**src/rtl/lib_decmps_to_pow2_pipe.sv**
```systemverilog
`default_nettype none
// ============================================================================
// Module      : lib_decmps_to_pow2_pipe
// Description : Pipelined, flow-controlled decomposer that splits a vector
//               into up to FFS_NUM one-hot vectors (one per set bit) in
//               priority order, under a per-transaction extraction limit.
//               Reports the extracted count and whether bits were left over.
// Revision    : 1.0 - initial release
// ============================================================================
module lib_decmps_to_pow2_pipe #(
  parameter int LSB_MSB        = 0,
  parameter int WIDTH          = 16,
  parameter int FFS_NUM        = 8,
  parameter int FFS_PER_STAGE  = 2,
  localparam int STAGE_NUM     = (FFS_NUM + FFS_PER_STAGE - 1) / FFS_PER_STAGE,
  localparam int CNT_W         = $clog2(FFS_NUM + 1)
) (
  input  logic                            aclk,
  input  logic                            aresetn,
  input  logic [WIDTH-1:0]                s_vect,
  input  logic [CNT_W-1:0]                s_lim,
  input  logic                            s_vld,
  output logic                            s_rdy,
  output logic [FFS_NUM-1:0][WIDTH-1:0]   m_onehot,
  output logic [CNT_W-1:0]                m_cnt,
  output logic                            m_ovf,
  output logic                            m_vld,
  input  logic                            m_rdy
);

  // Isolate the lowest set bit of a vector.
  function automatic logic [WIDTH-1:0] f_lowest(input logic [WIDTH-1:0] v);
    f_lowest = v & (~v + WIDTH'(1));
  endfunction

  // Priority bit in the configured extraction order; MSB-first reuses the
  // lowest-bit isolation on the bit-reversed vector.
  function automatic logic [WIDTH-1:0] f_prio(input logic [WIDTH-1:0] v);
    logic [WIDTH-1:0] v_rev;
    logic [WIDTH-1:0] v_sel;
    v_rev = {<<{v}};
    v_sel = f_lowest(v_rev);
    if (LSB_MSB != 0) begin
      f_prio = {<<{v_sel}};
    end else begin
      f_prio = f_lowest(v);
    end
  endfunction

  // Published stage registers, indexed by stage.
  logic [STAGE_NUM-1:0]                            w_vld_bus;
  logic [STAGE_NUM-1:0][WIDTH-1:0]                 w_vec_bus;
  logic [STAGE_NUM-1:0][CNT_W-1:0]                 w_cnt_bus;
  logic [STAGE_NUM-1:0][FFS_NUM-1:0][WIDTH-1:0]    w_slots_bus;
  // Saturated limit as seen at the input of each stage.
  logic [STAGE_NUM-1:0][CNT_W-1:0]                 w_lim_pass;
  logic [STAGE_NUM-1:0]                            w_rdy;

  // Limits above FFS_NUM behave exactly like FFS_NUM.
  assign w_lim_pass[0] = (s_lim > CNT_W'(FFS_NUM)) ? CNT_W'(FFS_NUM) : s_lim;

  for (genvar k = 0; k < STAGE_NUM; k++) begin : g_stage
    localparam int J_LO = k * FFS_PER_STAGE;
    localparam int J_HI = ((k + 1) * FFS_PER_STAGE > FFS_NUM) ? FFS_NUM
                                                              : (k + 1) * FFS_PER_STAGE;

    logic                          w_vld_i;
    logic [WIDTH-1:0]              w_vec_i;
    logic [WIDTH-1:0]              w_vec_o;
    logic [CNT_W-1:0]              w_lim_i;
    logic [CNT_W-1:0]              w_cnt_i;
    logic [CNT_W-1:0]              w_cnt_o;
    logic [FFS_NUM-1:0][WIDTH-1:0] w_slots_i;
    logic [FFS_NUM-1:0][WIDTH-1:0] w_slots_o;

    logic                          r_vld;
    logic [WIDTH-1:0]              r_vec;
    logic [CNT_W-1:0]              r_cnt;
    logic [FFS_NUM-1:0][WIDTH-1:0] r_slots;

    // A stage can load when it is empty or everything downstream can move;
    // equivalent to the ~vld_k | rdy_(k+1) chain, flattened per stage.
    assign w_rdy[k] = m_rdy | ~(&w_vld_bus[STAGE_NUM-1:k]);

    if (k == 0) begin : g_src_in
      assign w_vld_i   = s_vld;
      assign w_vec_i   = s_vect;
      assign w_cnt_i   = '0;
      assign w_slots_i = '0;
    end else begin : g_src_prev
      assign w_vld_i   = w_vld_bus[k-1];
      assign w_vec_i   = w_vec_bus[k-1];
      assign w_cnt_i   = w_cnt_bus[k-1];
      assign w_slots_i = w_slots_bus[k-1];
    end
    assign w_lim_i = w_lim_pass[k];

    // Chain of find-first-set units owned by this stage. The remaining
    // limit is lim - count, so a unit extracts while count < lim.
    for (genvar j = J_LO; j < J_HI; j++) begin : g_unit
      logic [WIDTH-1:0] w_vec_in;
      logic [WIDTH-1:0] w_vec_out;
      logic [WIDTH-1:0] w_bit;
      logic [CNT_W-1:0] w_cnt_in;
      logic [CNT_W-1:0] w_cnt_out;
      logic             w_take;

      if (j == J_LO) begin : g_first
        assign w_vec_in = w_vec_i;
        assign w_cnt_in = w_cnt_i;
      end else begin : g_chain
        assign w_vec_in = g_unit[j-1].w_vec_out;
        assign w_cnt_in = g_unit[j-1].w_cnt_out;
      end

      assign w_take       = (w_cnt_in < w_lim_i) && (w_vec_in != '0);
      assign w_bit        = w_take ? f_prio(w_vec_in) : '0;
      assign w_vec_out    = w_vec_in ^ w_bit;
      assign w_cnt_out    = w_take ? (w_cnt_in + CNT_W'(1)) : w_cnt_in;
      assign w_slots_o[j] = w_bit;
    end

    // Slots owned by other stages pass through untouched.
    for (genvar s = 0; s < FFS_NUM; s++) begin : g_slot
      if ((s < J_LO) || (s >= J_HI)) begin : g_keep
        assign w_slots_o[s] = w_slots_i[s];
      end
    end

    assign w_vec_o = g_unit[J_HI-1].w_vec_out;
    assign w_cnt_o = g_unit[J_HI-1].w_cnt_out;

    // Stage register: loads when ready, holds everything while stalled.
    always_ff @(posedge aclk or negedge aresetn) begin
      if (!aresetn) begin
        r_vld   <= 1'b0;
        r_vec   <= '0;
        r_cnt   <= '0;
        r_slots <= '0;
      end else if (w_rdy[k]) begin
        r_vld <= w_vld_i;
        if (w_vld_i) begin
          r_vec   <= w_vec_o;
          r_cnt   <= w_cnt_o;
          r_slots <= w_slots_o;
        end
      end
    end

    // The limit only needs to travel to stages that still extract.
    if (k < STAGE_NUM - 1) begin : g_lim_fwd
      logic [CNT_W-1:0] r_lim;

      // Limit register, moving in lockstep with the stage data.
      always_ff @(posedge aclk or negedge aresetn) begin
        if (!aresetn) begin
          r_lim <= '0;
        end else if (w_rdy[k] && w_vld_i) begin
          r_lim <= w_lim_i;
        end
      end

      assign w_lim_pass[k+1] = r_lim;
    end

    assign w_vld_bus[k]   = r_vld;
    assign w_vec_bus[k]   = r_vec;
    assign w_cnt_bus[k]   = r_cnt;
    assign w_slots_bus[k] = r_slots;
  end

  assign s_rdy    = w_rdy[0];
  assign m_vld    = w_vld_bus[STAGE_NUM-1];
  assign m_onehot = w_slots_bus[STAGE_NUM-1];
  assign m_cnt    = w_cnt_bus[STAGE_NUM-1];
  assign m_ovf    = |w_vec_bus[STAGE_NUM-1];

endmodule
`default_nettype wire

```
**config.mk**
```make
export PLATFORM = sky130hd
export DESIGN_NAME = lib_decmps_to_pow2_pipe
export DESIGN_NICKNAME = d
export VERILOG_FILES = /design/src/rtl/lib_decmps_to_pow2_pipe.sv
export SDC_FILE = /design/constraint.sdc
export NUM_CORES = 1
export LEC_CHECK = 0
export BUFFER_PORTS_ARGS = -buffer_cell sky130_fd_sc_hd__buf_4
export CELL_PAD_IN_SITES_DETAIL_PLACEMENT = 0
export CELL_PAD_IN_SITES_GLOBAL_PLACEMENT = 2
export CORE_UTILIZATION = 34
export CTS_CLUSTER_SIZE = 16
export DETAILED_ROUTE_END_ITERATION = 8
export GPL_ROUTABILITY_DRIVEN = 0
export PLACE_DENSITY_LB_ADDON = 0.1
export RECOVER_POWER = 100
export SLEW_MARGIN = 20
export SYNTH_ARGS = -nofsm -noshare
export SYNTH_HDL_FRONTEND = slang
export SYNTH_SLANG_ARGS = --single-unit
```
**constraint.sdc**
```tcl
create_clock -name aclk -period 3.66 [get_ports aclk]
set_input_delay 0.183 -clock aclk [delete_from_list [all_inputs] [get_ports aclk]]
set_output_delay 0.183 -clock aclk [all_outputs]
set_load 0.03 [all_outputs]
```
======== Word-level counts from Yosys, hierarchy flattened ========
Index checks and enable logic that the tools add are counted.
W data, S select, Z words.
word-level totals
  register bits after elaboration ......... 416
  output and inout port bits .............. 135
  logic and storage cells ................. 135
  input bits .............................. 24
cells by class
  reduce and logical (&&, ||, !) cells .... 27
  bitwise operators ....................... 32
  add/subtract/negate cells ............... 15
  $lt $le $gt $ge ......................... 9
  multiplexer cells ....................... 17
operator list
  operator                 count
  $add A16 B1 Y16 const B  8
  $and A16 B16 Y16         8
  $mux W16                 8
  $not A16 Y16             8
  $reduce_bool A16 Y1      8
  $xor A16 B16 Y16         8
  $mux W4                  7
  $add A4 B1 Y4 const B    6
  $lt A4 B4 Y1             6
  $reduce_or A16 Y1        1
  $logic_and A1 B1 Y1      11
  $reduce_and A2 Y1        5
  $gt A4 B4 Y1 const B     1
  $lt A1 B4 Y1             1
  $lt A1 B4 Y1 const A     1
  $not A1 Y1               4
  $or A1 B1 Y1             4
  $reduce_and A4 Y1        1
  $reduce_and A3 Y1        1
  $add A1 B1 Y2 const B    1
  $mux W2                  1
  $mux W1                  1

======== Longest topological paths before layout ========
  depth after elaboration ................. 11
  mapped depth ............................ 19
  depth with buffers taken out ............ 16

======== Worst setup path before layout ========
No wires, ideal clock.
  kind .................................... reg-to-reg
  from .................................... register g_stage[2].r_cnt[1]
  to ...................................... register g_stage[3].r_slots, in the netlist m_onehot[117]
  required time ........................... 3595 ps
  path buffers ............................ 1
  path slack .............................. -135 ps
  clock period less this slack ............ 3795 ps
  stages on the path, launching flop included .. 17
  arrival time ............................ 3730 ps
  library setup time ...................... 65 ps
  cells stage by stage .................... dfrtp_1 > ha_1 > nor3_1 > o21ai_0 > a21boi_1 > and2_1 > xor2_1 > ha_1 > nand2_1 > and3_1 > nand2_1 > o221ai_2 > and2_1 > clkbuf_1 > o21ai_2 > a2111oi_0 > a21o_1
on the way
  longest elaborated chain between the ends .. 8
  elaborated cells on any way between the ends .. 13
  those cells by class .................... add/sub: 2; order compare: 2; mux: 3; bitwise: 3; reduce/logical: 3
RTL lines
  item                    RTL line  source
  start, declared         78        logic [CNT_W-1:0] r_cnt;
  start signal, assigned  144       r_cnt <= w_cnt_o;
  $lt A4 B4 Y1            116       assign w_take = (w_cnt_in < w_lim_i) && (w_vec_in != '0);
  $logic_and A1 B1 Y1     116
  $mux W16                117       assign w_bit = w_take ? f_prio(w_vec_in) : '0;
  $xor A16 B16 Y16        118       assign w_vec_out = w_vec_in ^ w_bit;
  $not A16 Y16            33        f_lowest = v & (~v + WIDTH'(1));
  $add A16 B1 Y16         33
  $and A16 B16 Y16        33
  $mux W16 *              117
  end signal, assigned    145       r_slots <= w_slots_o;
  end, declared           79        logic [FFS_NUM-1:0][WIDTH-1:0] r_slots;
Mark *: on every way between the ends. The rest lies on a longest branch, timed or not.
A chain may end at the register's enable or synchronous reset.

======== Final worst setup path ========
  from .................................... register g_stage[2].r_vec[11]
  to ...................................... register g_stage[3].r_vec[1]
on the way
  longest elaborated chain between the ends .. 9
  elaborated cells on any way between the ends .. 16
  those cells by class .................... add/sub: 2; order compare: 1; mux: 3; bitwise: 6; reduce/logical: 4
RTL lines
  item                                                            RTL line  source
  start, declared                                                 77        logic [WIDTH-1:0] r_vec;
  start signal, assigned                                          143       r_vec <= w_vec_o;
  $reduce_bool A16 Y1 / $not A16 Y16 (equally long branches)      116, 33
  $logic_and A1 B1 Y1 / $add A16 B1 Y16 (equally long branches)   116, 33
  $mux W16 / $and A16 B16 Y16 (equally long branches)             117, 33
  $xor A16 B16 Y16 / $mux W16 (equally long branches)             118, 117
  $not A16 Y16 / $xor A16 B16 Y16 (equally long branches)         33, 118
  $add A16 B1 Y16 / $reduce_bool A16 Y1 (equally long branches)   33, 116
  $and A16 B16 Y16 / $logic_and A1 B1 Y1 (equally long branches)  33, 116
  $mux W16                                                        117
  $xor A16 B16 Y16 *                                              118
  end signal, assigned                                            143
  end, declared                                                   77
Marks and branches as above.

==> results.ini <==
[floorplanning]
pin_count = 159
row_count = 87
start_util_pct = 34.5
dieWidth_um = 242
dieArea_mm2 = 0.0586
core_mm2 = 0.0567
die_h_um = 242

[global_routing]
grt.busiest_layer = met2
overflow = 0
antenna_found_initial = 0
grt_max_degree = 88
grt.met1_usage_pct = 27.5
track_usage_pct = 20.0
met2_usage_pct = 33.4
use_met3_pct = 2.64
grt_pass1_vias = 16474
grt_pass1_wl_um = 94400

[synthesis]
synth_area_per_cell_um2 = 8.78
yosys.area.top_type = dfrtp_1
seq_area_frac_synth_pct = 52.9
syn_nets = 2278
yosys-top-cells-area = dfrtp_1 (53%), nand2_1 (16%), clkbuf_1 (2.3%)
synth.distinct_cells = 95
synth.top_cell.area_share_pct = 52.9
yosysWarnings = 0
ys_ff_latch = 414
async_reset_ff_share_pct = 100
ys.flop_type = dfrtp_1
syn-cell-area_mm2 = 0.0196
synth_edf_count = 0
synthCells = 2232

[setup_path]
crit_path_max_incr_delay_ns = 0.39
cp-start-kind = flip-flop
path_max_fanout = 12
crit_arrival_ns = 3.95
crit_buf_inv = 3
crit_top_cell = buf_4
crit_family = compound AO/OA/AOI/OAI gates
crit_chain = nor4_1, buf_4, nand4_1, a21boi_2, and2_0, xor2_1, ha_1, nand2_1, and3_1, o2111ai_1, o221ai_2, buf_4, o21ai_4, buf_4, a21oi_1, a221oi_1
slowest_stage = nor4_1
critPathKind = reg -> reg
cp-end-kind = flip-flop
reg2reg_slack_ns = 0.19
cp_data_required_time_ns = 4.14

[drt]
detail-route-antenna-nets = 0
wl_um = 58500
wl_per_cell_um = 18.2
route.detailed.drc = 0
dr.pass1.iters = 5
drt_iter0_markers = 945
via_per_inst = 5.14
vias = 16522

[clocking]
cts.sinks = 414
root_buffer = clkbuf_16
cts_buffers = 48
ctsHtreeMaxLevel = 2
path_clk_slew_ns = 0.06
post_cts_buffers = 0
cts_buffer_depth = 3
cts_tree = yes
clk_latency_ns = 0.59

[sta]
fmax_mhz = 288
tns_ns = 0
finalCritPeriodShare_pct = 94.8
fin_worst_skew_ns = 0.0143
hold_viol = 0
tightest_slew_ns = 2.49
setup_viol = 0
period_needed_ns = 3.47
relSlewSlack_pct = -66.0
grt_setup_unrepaired = false
hold-worst-slack_ns = 0.0507
final_max_slew_viol_count = 386

[power_and_ir_drop]
total_power_uw = 17800
peakVddDrop_mv = 0.431
p_leak_uw = 0.0111
powerDensity_mw_per_mm2 = 765

[cells_and_area]
final_common_cell = nand2_1
multi_input_area_mm2 = 0.00854
final_cell_mix = nand2_1 (840), dfrtp_1 (414), clkbuf_1 (165)
fin_nets = 2468
syn_to_final_growth_pct = 18.5
final-seq-area_mm2 = 0.0104
diodes = 0
fillers = 5848
drive_above_1_share_pct = 10.0

[run]
cap_violations = 6

[hold_path]
hold_class = in -> reg

[placed_design]
dp_hpwl_um = 41100
numPortBuffers = 158

[run_status]
status = finished, violations left
violations = max-capacitance violations, max-slew violations

## path summary, 6_finish.rpt
kind,endpoint,cells past startpoint,startpoint
max,g_stage[3].r_vec[1],16,g_stage[2].r_vec[11]
min,g_stage[0].r_slots[2],4,s_vect[1]
max reg2reg,g_stage[3].r_vec[1],16,g_stage[2].r_vec[11]
min reg2reg,g_stage[0].r_slots[13],2,g_stage[0].r_slots[13]
max in group asynchronous,g_stage[2].r_slots[4],3,aresetn
min in group asynchronous,m_onehot[93],2,aresetn
## synthesized netlist by cell type (all sizes together), types with 9 or more instances
| cell type | number |
|---|---|
| a2111oi | 12 |
| or3 | 22 |
| and3 | 12 |
| nor4 | 22 |
| a32o | 12 |
| nand3 | 48 |
| maj3 | 12 |
| nand2 | 844 |
| or2 | 14 |
| xnor2 | 19 |
| a21oi | 47 |
| nand4 | 15 |
| buf | 28 |
| a211oi | 19 |
| o31ai | 43 |
| ha | 22 |
| nor2 | 84 |
| o21a | 11 |
| dfrtp | 414 |
| o41ai | 18 |
| o211ai | 14 |
| nand2b | 14 |
| a22o | 22 |
| clkbuf | 123 |
| nor3 | 45 |
| or4 | 11 |
| inv | 35 |
| o21ai | 116 |
| and2 | 15 |
| o22ai | 9 |
## through the flow
| stage | worst slack (ns) | cells | instance area [um2] | utilization [%] |
|---|---|---|---|---|
| final | 0.191 | 3215 | 23200 | 40.9 |
| after global routing | 0.00164 | 3215 | 23200 | 40.9 |
| after CTS | 0.105 | 3215 | 23900 | 42.1 |
| after detailed placement | 0.135 | 3104 | 22100 | 38.9 |
| after global placement | 0.113 | 3104 | 22100 | 38.9 |
| after floorplan | 0.00571 | 2232 | 19600 | - |
## power breakdown
group	total, uW	internal [uW]	switching [uW]
combinational	7290	2510	4780
clock	4720	2740	1990
sequential	5750	5280	474
## layer usage
| metal | share of wire (%) | vias to the layer above |
|---|---|---|
| li1 | - | 8011 |
| met1 | 46 | 8170 |
| met2 | 48 | 273 |
| met3 | 3.4 | 68 |
| met4 | 2.0 | 0 |
| met5 | 0 | - |
## logic make-up after synthesis
kind of cell | Yosys count | synth area share, %
compound gates | 390 | 14.2
xor+xnor | 21 | 0.939
fa+ha+maj | 34 | 2.03
buf+inv | 187 | 3.75
flops | 414 | 52.9
mux | 10 | 0.536
simple gates | 1176 | 25.7
## tightest hold or removal path, stage by stage
cell	delay (ns)
buf_4	0.16
nor2_1	0.10
nand3_1	0.09
o21ai_0	0.07
## area by class of cell
| cell class | count | area share, % |
|---|---|---|
| Timing Repair Buffer | 291 | 7.28 |
| Sequential cell | 414 | 44.6 |
| Clock inverter | 15 | 0.609 |
| Multi-Input combinational cell | 1631 | 36.8 |
| Tap cell | 756 | 4.07 |
| Inverter | 36 | 0.582 |
| Clock buffer | 72 | 6.08 |
## sequential cells by signal, indices dropped and copies added, names as in the netlist
name                     flops
g_stage.r_slots            192
m_onehot                   128
g_stage.r_vec               64
g_stage.g_lim_fwd.r_lim     12
g_stage.r_cnt               10
m_cnt                        4
g_stage.r_vld                3
m_vld                        1
## repair_timing
item,in CTS,in global routing
gates resized for setup,0,13
endpoints found under the setup margin,0,50
hold endpoints to repair,121,0
hold buffers,24,0
(Power assumes the default switching activity.)
